$ cat config.mk
export PLATFORM = sky130hd
export DESIGN_NAME = pulse_mixer
export DESIGN_NICKNAME = d
export VERILOG_FILES = /design/src/rtl/pulse_mixer.sv
export SDC_FILE = /design/constraint.sdc
export NUM_CORES = 1
export LEC_CHECK = 0
export CAP_MARGIN = 30
export CORE_MARGIN = 4
export CORE_UTILIZATION = 45
export CTS_BUF_LIST = sky130_fd_sc_hd__clkbuf_4 sky130_fd_sc_hd__clkbuf_8
export CTS_CLUSTER_DIAMETER = 30
export DETAILED_ROUTE_END_ITERATION = 6
export DONT_BUFFER_PORTS = 1
export PLACE_DENSITY_LB_ADDON = 0.2
export RECOVER_POWER = 100
export SYNTH_ARGS = -nofsm -noshare
export SYNTH_HDL_FRONTEND = slang
export SYNTH_SLANG_ARGS = --single-unit
export TNS_END_PERCENT = 100
$ cat constraint.sdc
create_clock -name clk -period 9 [get_ports clk]
set_clock_uncertainty 0.05 [all_clocks]
set_input_delay 1.8 -clock clk [delete_from_list [all_inputs] [get_ports clk]]
set_output_delay 1.8 -clock clk [all_outputs]
set_load 0.05 [all_outputs]
$ cat src/rtl/pulse_mixer.sv
// Two-channel pulse mixer with tick-ramped master gain and first-order PDM output.
// Four-stage pipeline: register inputs, sum, scale by gain, sigma-delta accumulate.
module pulse_mixer #(
  parameter int unsigned INIT_GAIN = 0,
  parameter int unsigned RAMP_DIV  = 1
) (
  input  logic       clk,
  input  logic       rst_n,
  input  logic [3:0] p1_in,
  input  logic [3:0] p2_in,
  input  logic       qfr_in,
  input  logic       mute,
  output logic       pdm_out,
  output logic [4:0] mix_out,
  output logic [3:0] gain_out,
  output logic       ramp_busy
);

  localparam logic [3:0] INIT_G   = 4'(INIT_GAIN);
  localparam logic [3:0] DIV_LAST = 4'(RAMP_DIV - 1);

  typedef enum logic [1:0] {IDLE_LO, RAMP_UP, IDLE_HI, RAMP_DN} state_t;

  localparam state_t INIT_STATE = (INIT_G == 4'd0)  ? IDLE_LO :
                                  (INIT_G == 4'd15) ? IDLE_HI : RAMP_UP;

  state_t     state_q, state_d;
  logic       qfr_q, qfr_d;
  logic [3:0] div_q, div_d;
  logic [3:0] gain_q, gain_d;
  logic       started_q, started_d;
  logic [3:0] p1_q, p1_d, p2_q, p2_d;
  logic [4:0] sum_q, sum_d;
  logic [4:0] mix_q, mix_d;
  logic [4:0] acc_q, acc_d;
  logic       pdm_q, pdm_d;

  logic       tick;
  logic       step;
  logic [8:0] prod;
  logic [5:0] acc_sum;

  always_comb begin
    tick      = qfr_in & ~qfr_q;
    qfr_d     = qfr_in;
    started_d = 1'b1;
    div_d     = div_q;
    step      = 1'b0;
    if (tick) begin
      if (div_q == DIV_LAST) begin
        div_d = 4'd0;
        step  = 1'b1;
      end else begin
        div_d = div_q + 4'd1;
      end
    end

    // Direction follows mute at the moment of the step, so a mid-ramp change reverses cleanly.
    gain_d = gain_q;
    if (step) begin
      if (mute && gain_q != 4'd0)
        gain_d = gain_q - 4'd1;
      else if (!mute && gain_q != 4'd15)
        gain_d = gain_q + 4'd1;
    end

    state_d = state_q;
    if (mute)
      state_d = (gain_d == 4'd0) ? IDLE_LO : RAMP_DN;
    else
      state_d = (gain_d == 4'd15) ? IDLE_HI : RAMP_UP;

    p1_d    = p1_in;
    p2_d    = p2_in;
    sum_d   = {1'b0, p1_q} + {1'b0, p2_q};
    prod    = 9'(sum_q) * 9'(gain_q);
    mix_d   = prod[8:4];
    acc_sum = {1'b0, acc_q} + {1'b0, mix_q};
    acc_d   = acc_sum[4:0];
    pdm_d   = acc_sum[5];
  end

  always_ff @(posedge clk or negedge rst_n) begin
    if (!rst_n) begin
      state_q   <= INIT_STATE;
      qfr_q     <= 1'b0;
      div_q     <= 4'd0;
      gain_q    <= INIT_G;
      started_q <= 1'b0;
      p1_q      <= 4'd0;
      p2_q      <= 4'd0;
      sum_q     <= 5'd0;
      mix_q     <= 5'd0;
      acc_q     <= 5'd0;
      pdm_q     <= 1'b0;
    end else begin
      state_q   <= state_d;
      qfr_q     <= qfr_d;
      div_q     <= div_d;
      gain_q    <= gain_d;
      started_q <= started_d;
      p1_q      <= p1_d;
      p2_q      <= p2_d;
      sum_q     <= sum_d;
      mix_q     <= mix_d;
      acc_q     <= acc_d;
      pdm_q     <= pdm_d;
    end
  end

  // Until the first edge after reset, busy reflects the reset gain against the live mute target.
  assign ramp_busy = started_q ? (state_q == RAMP_UP || state_q == RAMP_DN)
                               : (gain_q != (mute ? 4'd0 : 4'd15));
  assign pdm_out   = pdm_q;
  assign mix_out   = mix_q;
  assign gain_out  = gain_q;

endmodule

-- Yosys cells after proc, flatten, opt, wreduce, memory -nomap -nowiden
Cells that the tools add are included.
- register bits: 36
- output and inout port bits: 11
- word-level logic and storage cells: 42
- add/subtract/negate cells: 5
- multipliers: 1
- equal/unequal tests: 5
- muxes and demuxes: 11
- bitwise gates (word level): 2
- reduce and logical (&&, ||, !) cells: 7
- operator list (kind ; number):
    2-to-1 mux 4 bit ; 5
    multiplier 5 x 4 -> 9 bit ; 1
    adder 4 x 1 -> 4 bit, second input constant ; 2
    logical NOT 4 bit ; 2
    adder 5 x 5 -> 6 bit ; 1
    2-to-1 mux 2 bit ; 3
    adder 4 x 4 -> 5 bit ; 1
    equality test 4 bit, second input constant ; 1
    != test 4 bit ; 1
    != test 4 bit, second input constant ; 1
    nonzero test 4 bit ; 1
    subtractor 4 x 1 -> 4 bit, second input constant ; 1
    2-to-1 mux 1 bit ; 3
    equality test 2 x 1 -> 1 bit, second input constant ; 1
    equality test 2 bit, second input constant ; 1
    logical AND 1 bit ; 2
    bitwise AND 1 bit ; 1
    logical NOT 1 bit ; 1
    logical OR 1 bit ; 1
    inverter 1 bit ; 1

-- Logic depth before layout (Yosys ltp)
Gate-level depths: netlist of run 1.
- depth after elaboration: 8
- gate-level depth with buffers: 12
- gate-level depth less buffers: 11

-- Worst setup path after synthesis of run 1
OpenSTA, ideal clock, no wires.
- path kind: input-to-output
- start point: input port mute
- end point: output port ramp_busy
- arrival: 3315 ps
- required time: 7150 ps
- slack: 3835 ps
- cell stages on the path: 4
- path buffers: 1
- cell sequence: clkbuf_1 -> nand4b_1 -> mux2i_1 -> o21ai_0
- cells in the longest elaborated chain, start to end: 3
- ends and longest elaborated chain (element ; line ; text):
    start: declaration ; 12 ; input logic mute,
    2-to-1 mux 4 bit ; 113 ; : (gain_q != (mute ? 4'd0 : 4'd15));
    != test 4 bit ; 113 ;
    2-to-1 mux 1 bit ; 112 ; assign ramp_busy = started_q ? (state_q == RAMP_UP || state_q == RAMP_DN)
    end: declaration ; 16 ; output logic ramp_busy
No other way between the ends.

-- Final worst setup path of run 1
Same ends and word-level chain as after synthesis.

==> impl_metrics.py, run 1 <==
metrics = {
    "power_and_ir_drop": {
        "pwr_density_cell_mw_per_mm2": 316,
        "power_mw": 0.697,
        "power_leakage_nw": 1.06,
        "peakVddDrop_mv": 0.153,
    },
    "global_routing": {
        "grt_pass1_wl_mm": 6.13,
        "grt_pass1_vias": 1439,
        "antenna_found_initial": 0,
        "grt_max_degree": 36,
        "track_usage_pct": 12.9,
        "overflow": 0,
    },
    "critical_path": {
        "reg2regPathDepth": 10,
        "required_ns": 7.15,
        "crit_end": "ramp_busy",
        "timing.rr.start": "gain_out[2]",
        "critical_path_arrival_ns": 3.18,
        "r2r_end": "mix_out[4]",
        "startpoint": "mute",
        "rrSetupSlack_ns": 5.14,
        "path_max_fanout": 13,
        "cp-end-kind": "primary output",
        "timing_worst_setup_path_type": "input port to primary output",
        "startpoint_type": "input port",
    },
    "route": {
        "drt_pass1_iterations": 4,
        "vias_per_cell": 5.40,
        "vias": 1335,
        "routed_wl_mm": 3.37,
        "dr.first_iter.drc_count": 38,
        "drc_errors": 0,
        "avgRoutedWirePerCell_um": 13.6,
        "ant_nets": 0,
    },
    "layout": {
        "layout-drive-gt1-share_pct": 4.62,
        "layout.nets": 237,
        "finish.instance_area_mm2": 0.00221,
        "diodes": 0,
        "final_common_cell": "dfrtp_1",
        "finalNonFillerCells": 247,
        "area_growth_pct": 4.88,
        "layout_common_cells": "35 x dfrtp_1, 24 x inv_1, 24 x ha_1",
        "postLayoutCoreUtil_pct": 49.6,
    },
    "sta": {
        "min_period_over_period_pct": 55.9,
        "fin_crit_ns": 5.03,
        "worst_slack_ns": 3.97,
        "maxSlewViolCount": 0,
        "setup_violations": 0,
        "fmax_mhz": 199,
        "fin_hold_ws_ns": 0.420,
        "slew_headroom_pct": 0.930,
        "worstMarginPinSlew_ns": 1.47,
        "rsz0062_at_grt": "false",
        "hold_viol_final": 0,
        "tns_ns": 0,
    },
    "floorplanning": {
        "start_util_pct": 47.3,
        "die_x_um": 76.4,
        "num_rows": 24,
        "core-area_mm2": 0.00444,
        "die_y_um": 76.4,
        "die_area_mm2": 0.00583,
        "io_pins": 23,
    },
    "yosys": {
        "synth-seq-area-share_pct": 41.6,
        "yosys_register_bits": 35,
        "synth_area_per_cell_um2": 11.0,
        "synth_area_mm2": 0.00210,
        "synth_ff_type": "dfrtp_1",
        "synthCells": 192,
        "synth_edf_count": 0,
        "synth_nets": 235,
        "ys_types": 46,
        "yosysWarnings": 0,
        "async_reset_ff_share_pct": 100,
    },
    "clock_tree": {
        "clock_sinks": 35,
        "htreeDepth": 2,
        "clk_pin_slew_ns": 0.06,
        "clock_path_buffers": 2,
        "clkLatencyLatePin_ns": 0.28,
        "hold_buffers": 0,
        "cts_setup_buffers": 0,
        "cts_tree": "yes",
        "postCtsResizedCells": 0,
        "cts-buffers-inserted": 5,
        "cts_root_buf": "clkbuf_8",
    },
    "placed_design": {
        "dpl_cell_area_mm2": 0.00214,
        "gp_congestion": 0.753,
        "place_inst": 239,
        "io_buffers": 0,
        "hpwlAfterDp_mm": 2.66,
        "place_ws_ns": 4.34,
    },
    "min_path": {
        "min-delay-path-class": "flop to flop",
        "min_path_cells": 1,
    },
    "run": {
        "cap_violations": 1,
    },
    "run_status": {
        "violations": "max-capacitance violations",
        "status": "finished with violations",
    },
}
==> report_power, final <==
part	switching, mW	leakage (nW)	internal, mW
clock	0.0516	0.0505	0.0695
sequential	0.0968	0.415	0.201
combinational	0.145	0.598	0.133
==> Yosys cell counts (2+ instances only) <==
| cell type | n | area (um2) |
|---|---|---|
| xor2_1 | 2 | 17.5 |
| a21oi_1 | 4 | 20.0 |
| nand2_1 | 16 | 60.1 |
| clkbuf_1 | 4 | 15.0 |
| nor3_1 | 3 | 15.0 |
| nor2b_1 | 5 | 31.3 |
| o21ai_0 | 5 | 25.0 |
| xnor2_1 | 11 | 96.3 |
| fa_1 | 7 | 140 |
| dfrtp_1 | 35 | 876 |
| inv_1 | 24 | 90.1 |
| nand4b_1 | 2 | 17.5 |
| or4b_1 | 2 | 20.0 |
| nor4_2 | 2 | 25.0 |
| ha_1 | 24 | 300 |
| and2_1 | 6 | 37.5 |
| nand2b_1 | 4 | 25.0 |
| a21o_1 | 3 | 22.5 |
| nor2_1 | 6 | 22.5 |
==> flip-flops by register name, indices dropped and copies added, names as in the netlist <==
signal     flops
sum_q          5
qfr_q          1
div_q          4
p1_q           4
started_q      1
state_q        1
p2_q           4
gain_out       4
acc_q          5
pdm_out        1
mix_out        5
==> per-layer routing <==
metal  part of all wire [%]  vias to the layer above  track usage, %
met3                    5.7                        2            4.14
met4                   0.47                        0            4.17
li1                       -                      645               -
met1                     40                      659            13.8
met5                      0                        -               0
met2                     54                       29            24.0
==> how the worst min path moves through the flow <==
stage / endpoint / from / slack, ns
after detailed placement: sum_q[0] / p2_q[0] / 0.41
after CTS: acc_q[0] / acc_q[0] / 0.43
after floorplan: acc_q[0] / acc_q[0] / 0.39
after global routing: sum_q[0] / p2_q[0] / 0.45
final: acc_q[0] / acc_q[0] / 0.42
after global placement: acc_q[0] / acc_q[0] / 0.41
==> layout make-up <==
cell class | instances | area [um2]
Clock buffer | 7 | 96.3
Clock inverter | 1 | 7.51
Fill cell | 414 | 2240
Inverter | 24 | 90.1
Multi-Input combinational cell | 128 | 1070
Sequential cell | 35 | 876
Tap cell | 52 | 65.1
==> logic make-up (layout without fill, tap and decap cells) <==
logic type,Yosys count,count (layout),share of synthesized area (%)
flip-flops,35,35,41.6
buffers and inverters,29,32,5.53
XOR/XNOR,13,13,5.41
AND/OR/NAND/NOR,57,57,17.2
adder cells (fa/ha/maj),31,31,20.9
multiplexers,1,1,0.476
other,1,1,0.178
AO/OA/AOI/OAI,25,25,8.63
==> critical path: stages <==
cell and delay (ns):
or4b_1 0.18, mux2i_1 0.08, o21ai_0 1.12
No activity file was read; power rests on OpenSTA's default activity.
==> run 2: changes to the inputs <==
==> constraint.sdc (replaced) <==
create_clock -name clk -period 4.65 [get_ports clk]
set_clock_uncertainty 0.05 [all_clocks]
set_input_delay 0.93 -clock clk [delete_from_list [all_inputs] [get_ports clk]]
set_output_delay 0.93 -clock clk [all_outputs]
set_load 0.05 [all_outputs]
==> run 2 against run 1 <==
The flow finishes with violations (max-capacitance violations, max-slew violations). Register-to-register slack lost 4.1 ns. Cell count increased by 0.81%. Flip-flop and latch count stayed put. Core utilization rose by 0.59 points. Die area unchanged. Clock-buffer cell count is 1 lower. Via count shrank 1.6%. Largest cell class unchanged.
==> impl_metrics.py, run 2 (same netlist as run 1, synthesis figures left out) <==
metrics = {
    "sta": {
        "tns_ns": 0,
        "slew_headroom_pct": -0.00942,
        "setup_violations": 0,
        "fin_crit_ns": 3.99,
        "worst_slack_ns": 0.662,
        "rsz0062_at_grt": "false",
        "fmax_mhz": 251,
        "maxSlewViolCount": 1,
        "worstMarginPinSlew_ns": 1.48,
        "min_period_over_period_pct": 85.8,
        "hold_viol_final": 0,
        "fin_hold_ws_ns": 0.288,
    },
    "layout": {
        "layout-drive-gt1-share_pct": 5.58,
        "layout.nets": 239,
        "diodes": 0,
        "final_common_cell": "dfrtp_1",
        "fill_cells": 422,
        "finalNonFillerCells": 249,
        "area_growth_pct": 6.13,
        "layout_common_cells": "35 x dfrtp_1, 24 x inv_1, 24 x ha_1",
    },
    "global_routing": {
        "grt_max_degree": 36,
        "overflow": 0,
        "grt_pass1_wl_mm": 6.24,
        "grt_pass1_vias": 1391,
        "antenna_found_initial": 0,
        "track_usage_pct": 13.4,
    },
    "critical_path": {
        "path_max_fanout": 11,
        "startpoint_type": "flop",
        "timing_worst_setup_path_type": "flop to primary output",
        "cp_slowest_cell": "o21ai_0",
        "slowest_delay_ns": 1.14,
        "timing.rr.start": "gain_out[1]",
        "rrSetupSlack_ns": 1.02,
        "crit_path_cell_trace": "clkbuf_1 > inv_1 > mux2i_1 > o21ai_0",
        "critical_path_arrival_ns": 3.01,
        "cp-end-kind": "primary output",
        "reg2regPathDepth": 10,
        "r2r_end": "mix_out[4]",
        "required_ns": 3.67,
    },
    "clock_tree": {
        "cts_setup_buffers": 0,
        "postCtsResizedCells": 0,
        "cts_root_buf": "clkbuf_8",
        "clkLatencyLatePin_ns": 0.28,
        "clk_pin_slew_ns": 0.07,
        "cts-buffers-inserted": 5,
        "cts_tree": "yes",
        "clock_sinks": 35,
        "hold_buffers": 0,
        "clock_path_buffers": 2,
        "htreeDepth": 2,
    },
    "floorplanning": {
        "start_util_pct": 47.3,
        "die_area_mm2": 0.00583,
        "die_y_um": 76.4,
        "io_pins": 23,
        "die_x_um": 76.4,
        "core-area_mm2": 0.00444,
        "num_rows": 24,
    },
    "run_status": {
        "status": "finished with violations",
        "violations": "max-capacitance violations, max-slew violations",
    },
    "route": {
        "routed_wl_mm": 3.43,
        "vias": 1314,
        "vias_per_cell": 5.28,
        "drt_pass1_iterations": 4,
        "dr.first_iter.drc_count": 57,
        "avgRoutedWirePerCell_um": 13.8,
        "ant_nets": 0,
        "drc_errors": 0,
    },
    "power_and_ir_drop": {
        "power_mw": 1.40,
        "power_leakage_nw": 1.08,
        "pwr_density_cell_mw_per_mm2": 626,
        "peakVddDrop_mv": 0.259,
    },
    "placed_design": {
        "place_ws_ns": 1.06,
        "gp_congestion": 0.787,
        "place_inst": 241,
        "hpwlAfterDp_mm": 2.74,
        "io_buffers": 0,
    },
    "min_path": {
        "min-delay-path-class": "input port to asynchronous set/reset pin",
    },
    "run": {
        "cap_violations": 1,
    },
}
-- run 2: changes by cell type in the layout (fill, tap and decap cells not counted) --
cell / change
or3_1: -1
clkinvlp_4: -1
buf_4: +1
clkinv_2: +1
clkbuf_1: +1
bufinv_16: +1
or3_2: +1
clkbuf_8: -1
-- run 2: per-stage QoR --
stage | cell area [um2] | util, %
floorplan | 2100 | -
global placement | 2160 | 48.5
detailed placement | 2160 | 48.5
CTS | 2270 | 51.2
global route | 2230 | 50.2
finish | 2230 | 50.2
-- run 2: power by group --
group,switching [mW],internal [mW]
clock,0.101,0.173
sequential,0.168,0.390
combinational,0.303,0.262
total,0.571,0.826
-- run 2: how the worst max path moves through the flow --
stage | startpoint | to | slack, ns | cells past startpoint
floorplan | gain_out[2] | mix_out[4] | 1.07 | 11
global placement | gain_out[1] | mix_out[4] | 1.15 | 10
CTS | gain_out[1] | mix_out[4] | 1.06 | 10
finish | gain_out[3] | ramp_busy | 0.66 | 4
detailed placement | gain_out[1] | mix_out[4] | 1.06 | 10
global route | gain_out[3] | ramp_busy | 0.50 | 4
-- run 2: critical path, delay by kind of cell (launching register included) --
family | cells | cell delay [ns]
buffers and inverters | 2 | 1.01
AO/OA/AOI/OAI | 1 | 1.14
flip-flops | 1 | 0.40
multiplexers | 1 | 0.18
-- run 2: metal layers --
| metal | track usage (%) | wire (um) |
|---|---|---|
| met1 | 15.1 | 1410 |
| met2 | 23.8 | 1830 |
| met3 | 3.90 | 148 |
| met4 | 4.89 | 38 |
| met5 | 0 | 0 |
-- run 2: area by class of cell --
cell class,count,area (um2),area share [%]
clock inverters,2,35.0,1.57
multi-input cells,128,1070,48.0
flip-flops and latches,35,876,39.2
clock buffers,6,82.6,3.70
inverters,24,90.1,4.04
well taps,52,65.1,2.91
repair buffers,2,11.3,0.504
==> run 3: changes to the inputs <==
--- a/config.mk
+++ b/config.mk
@@ -7,7 +7,7 @@
 export LEC_CHECK = 0
 export CAP_MARGIN = 30
 export CORE_MARGIN = 4
-export CORE_UTILIZATION = 45
+export CORE_UTILIZATION = 40
 export CTS_BUF_LIST = sky130_fd_sc_hd__clkbuf_4 sky130_fd_sc_hd__clkbuf_8
 export CTS_CLUSTER_DIAMETER = 30
 export DETAILED_ROUTE_END_ITERATION = 6
==> run 3 against run 2 <==
Clock-buffer cell count stayed put. Die area is 11% higher. Critical path type unchanged. Cell count is 7.2% higher. The flow finishes with violations (max-capacitance violations). Fmax is 0.64% higher.
==> impl_metrics.py, run 3 (same netlist as run 1, synthesis figures left out) <==
metrics = {
    "critical_path": {
        "startpoint": "gain_out[2]",
        "startpoint_type": "flop",
        "timing_worst_setup_path_type": "flop to primary output",
        "path_max_fanout": 16,
        "critical_path_arrival_ns": 2.98,
        "cp-end-kind": "primary output",
        "required_ns": 3.67,
        "timing.rr.start": "gain_out[2]",
    },
    "global_routing": {
        "grt_pass1_vias": 1462,
        "antenna_found_initial": 0,
        "overflow": 0,
        "grt_pass1_wl_mm": 6.18,
        "grt_max_degree": 36,
        "track_usage_pct": 12.4,
    },
    "power_and_ir_drop": {
        "power_frac_seq_pct": 40.1,
        "switchingPower_mw": 0.575,
        "pwr_density_cell_mw_per_mm2": 621,
        "power_frac_comb_pct": 40.2,
        "swShare_pct": 41.1,
        "internal_power_mw": 0.824,
        "power_frac_clock_pct": 19.7,
        "peakVddDrop_mv": 0.259,
        "power_leakage_nw": 1.08,
    },
    "route": {
        "drc_errors": 0,
        "avgRoutedWirePerCell_um": 13.4,
        "ant_nets": 0,
        "vias_per_cell": 4.94,
        "drt_pass1_iterations": 4,
        "dr.first_iter.drc_count": 50,
        "vias": 1320,
        "routed_wl_mm": 3.58,
    },
    "placed_design": {
        "hpwlAfterDp_mm": 2.83,
        "place_inst": 259,
        "io_buffers": 0,
        "place_ws_ns": 1.05,
        "gp_congestion": 0.802,
    },
    "clock_tree": {
        "cts_tree": "yes",
        "clock_sinks": 35,
        "postCtsResizedCells": 0,
        "hold_buffers": 0,
        "htreeDepth": 2,
        "cts-buffers-inserted": 5,
        "cts_root_buf": "clkbuf_8",
        "cts_setup_buffers": 0,
        "clkLatencyLatePin_ns": 0.28,
        "clk_pin_slew_ns": 0.07,
        "clock_path_buffers": 2,
    },
    "sta": {
        "fmax_mhz": 252,
        "min_period_over_period_pct": 85.2,
        "worstMarginPinSlew_ns": 1.47,
        "hold_viol_final": 0,
        "fin_hold_ws_ns": 0.288,
        "setup_violations": 0,
        "slew_headroom_pct": 0.734,
        "fin_crit_ns": 3.96,
        "worst_slack_ns": 0.687,
        "tns_ns": 0,
        "maxSlewViolCount": 0,
        "rsz0062_at_grt": "false",
    },
    "floorplanning": {
        "io_pins": 23,
        "die_y_um": 80.5,
        "start_util_pct": 41.2,
        "die_area_mm2": 0.00648,
        "num_rows": 26,
        "core-area_mm2": 0.00511,
        "die_x_um": 80.5,
    },
    "layout": {
        "layout.nets": 239,
        "finalNonFillerCells": 267,
        "layout-drive-gt1-share_pct": 5.08,
        "layout_common_cells": "35 x dfrtp_1, 24 x inv_1, 24 x ha_1",
        "diodes": 0,
        "area_growth_pct": 7.14,
        "final_common_cell": "dfrtp_1",
    },
    "run": {
        "cap_violations": 1,
    },
    "run_status": {
        "violations": "max-capacitance violations",
        "status": "finished with violations",
    },
    "min_path": {
        "min-delay-path-class": "input port to asynchronous set/reset pin",
    },
}
run 3: per-stage QoR:
| step | power [mW] | cell area (um2) | util [%] |
|---|---|---|---|
| finish | 1.40 | 2250 | 44.1 |
| global route | 1.52 | 2250 | 44.1 |
| CTS | 1.44 | 2300 | 45.0 |
| detailed placement | 1.16 | 2180 | 42.7 |
| global placement | 1.12 | 2180 | 42.7 |
| floorplan | 1.03 | 2100 | - |
run 3: final timing paths:
check	to	slack (ns)	cells after the start
worst min-delay path	sum_q[3]	0.29	0
max in group asynchronous	sum_q[2]	4.18	0
worst max register to register	mix_out[4]	0.85	12
worst max-delay path	ramp_busy	0.69	4
worst min register to register	sum_q[0]	0.41	1
min in group clk	sum_q[0]	0.41	1
run 3: metal layers:
metal  vias to the layer above  GRT usage (%)  wire length (um)
li1                        656              -                 -
met1                       639           13.8              1550
met2                        21           22.6              1840
met3                         4           3.59               161
met4                         0           4.05                27
met5                         -              0                 0
run 3: cell type report:
class,count,area (um2)
flip-flops and latches,35,876
repair buffers,2,11.3
clock inverters,2,35.0
inverters,24,90.1
clock buffers,6,82.6
fillers,484,2850
multi-input cells,128,1070
well taps,70,87.6
run 3: power by group through the flow:
| stage | sequential, mW | clock (mW) | combinational (mW) |
|---|---|---|---|
| after floorplan | 0.547 | 0 | 0.482 |
| after global placement | 0.563 | 0 | 0.554 |
| after detailed placement | 0.568 | 0 | 0.590 |
| after CTS | 0.563 | 0.286 | 0.593 |
| after global routing | 0.572 | 0.297 | 0.648 |
| final | 0.560 | 0.276 | 0.562 |
run 3: critical path: stages, from the launching register on:
cell and delay [ns]:
dfrtp_1 0.34, clkbuf_1 0.85, or4b_1 0.29, mux2i_1 0.08, o21ai_0 1.13
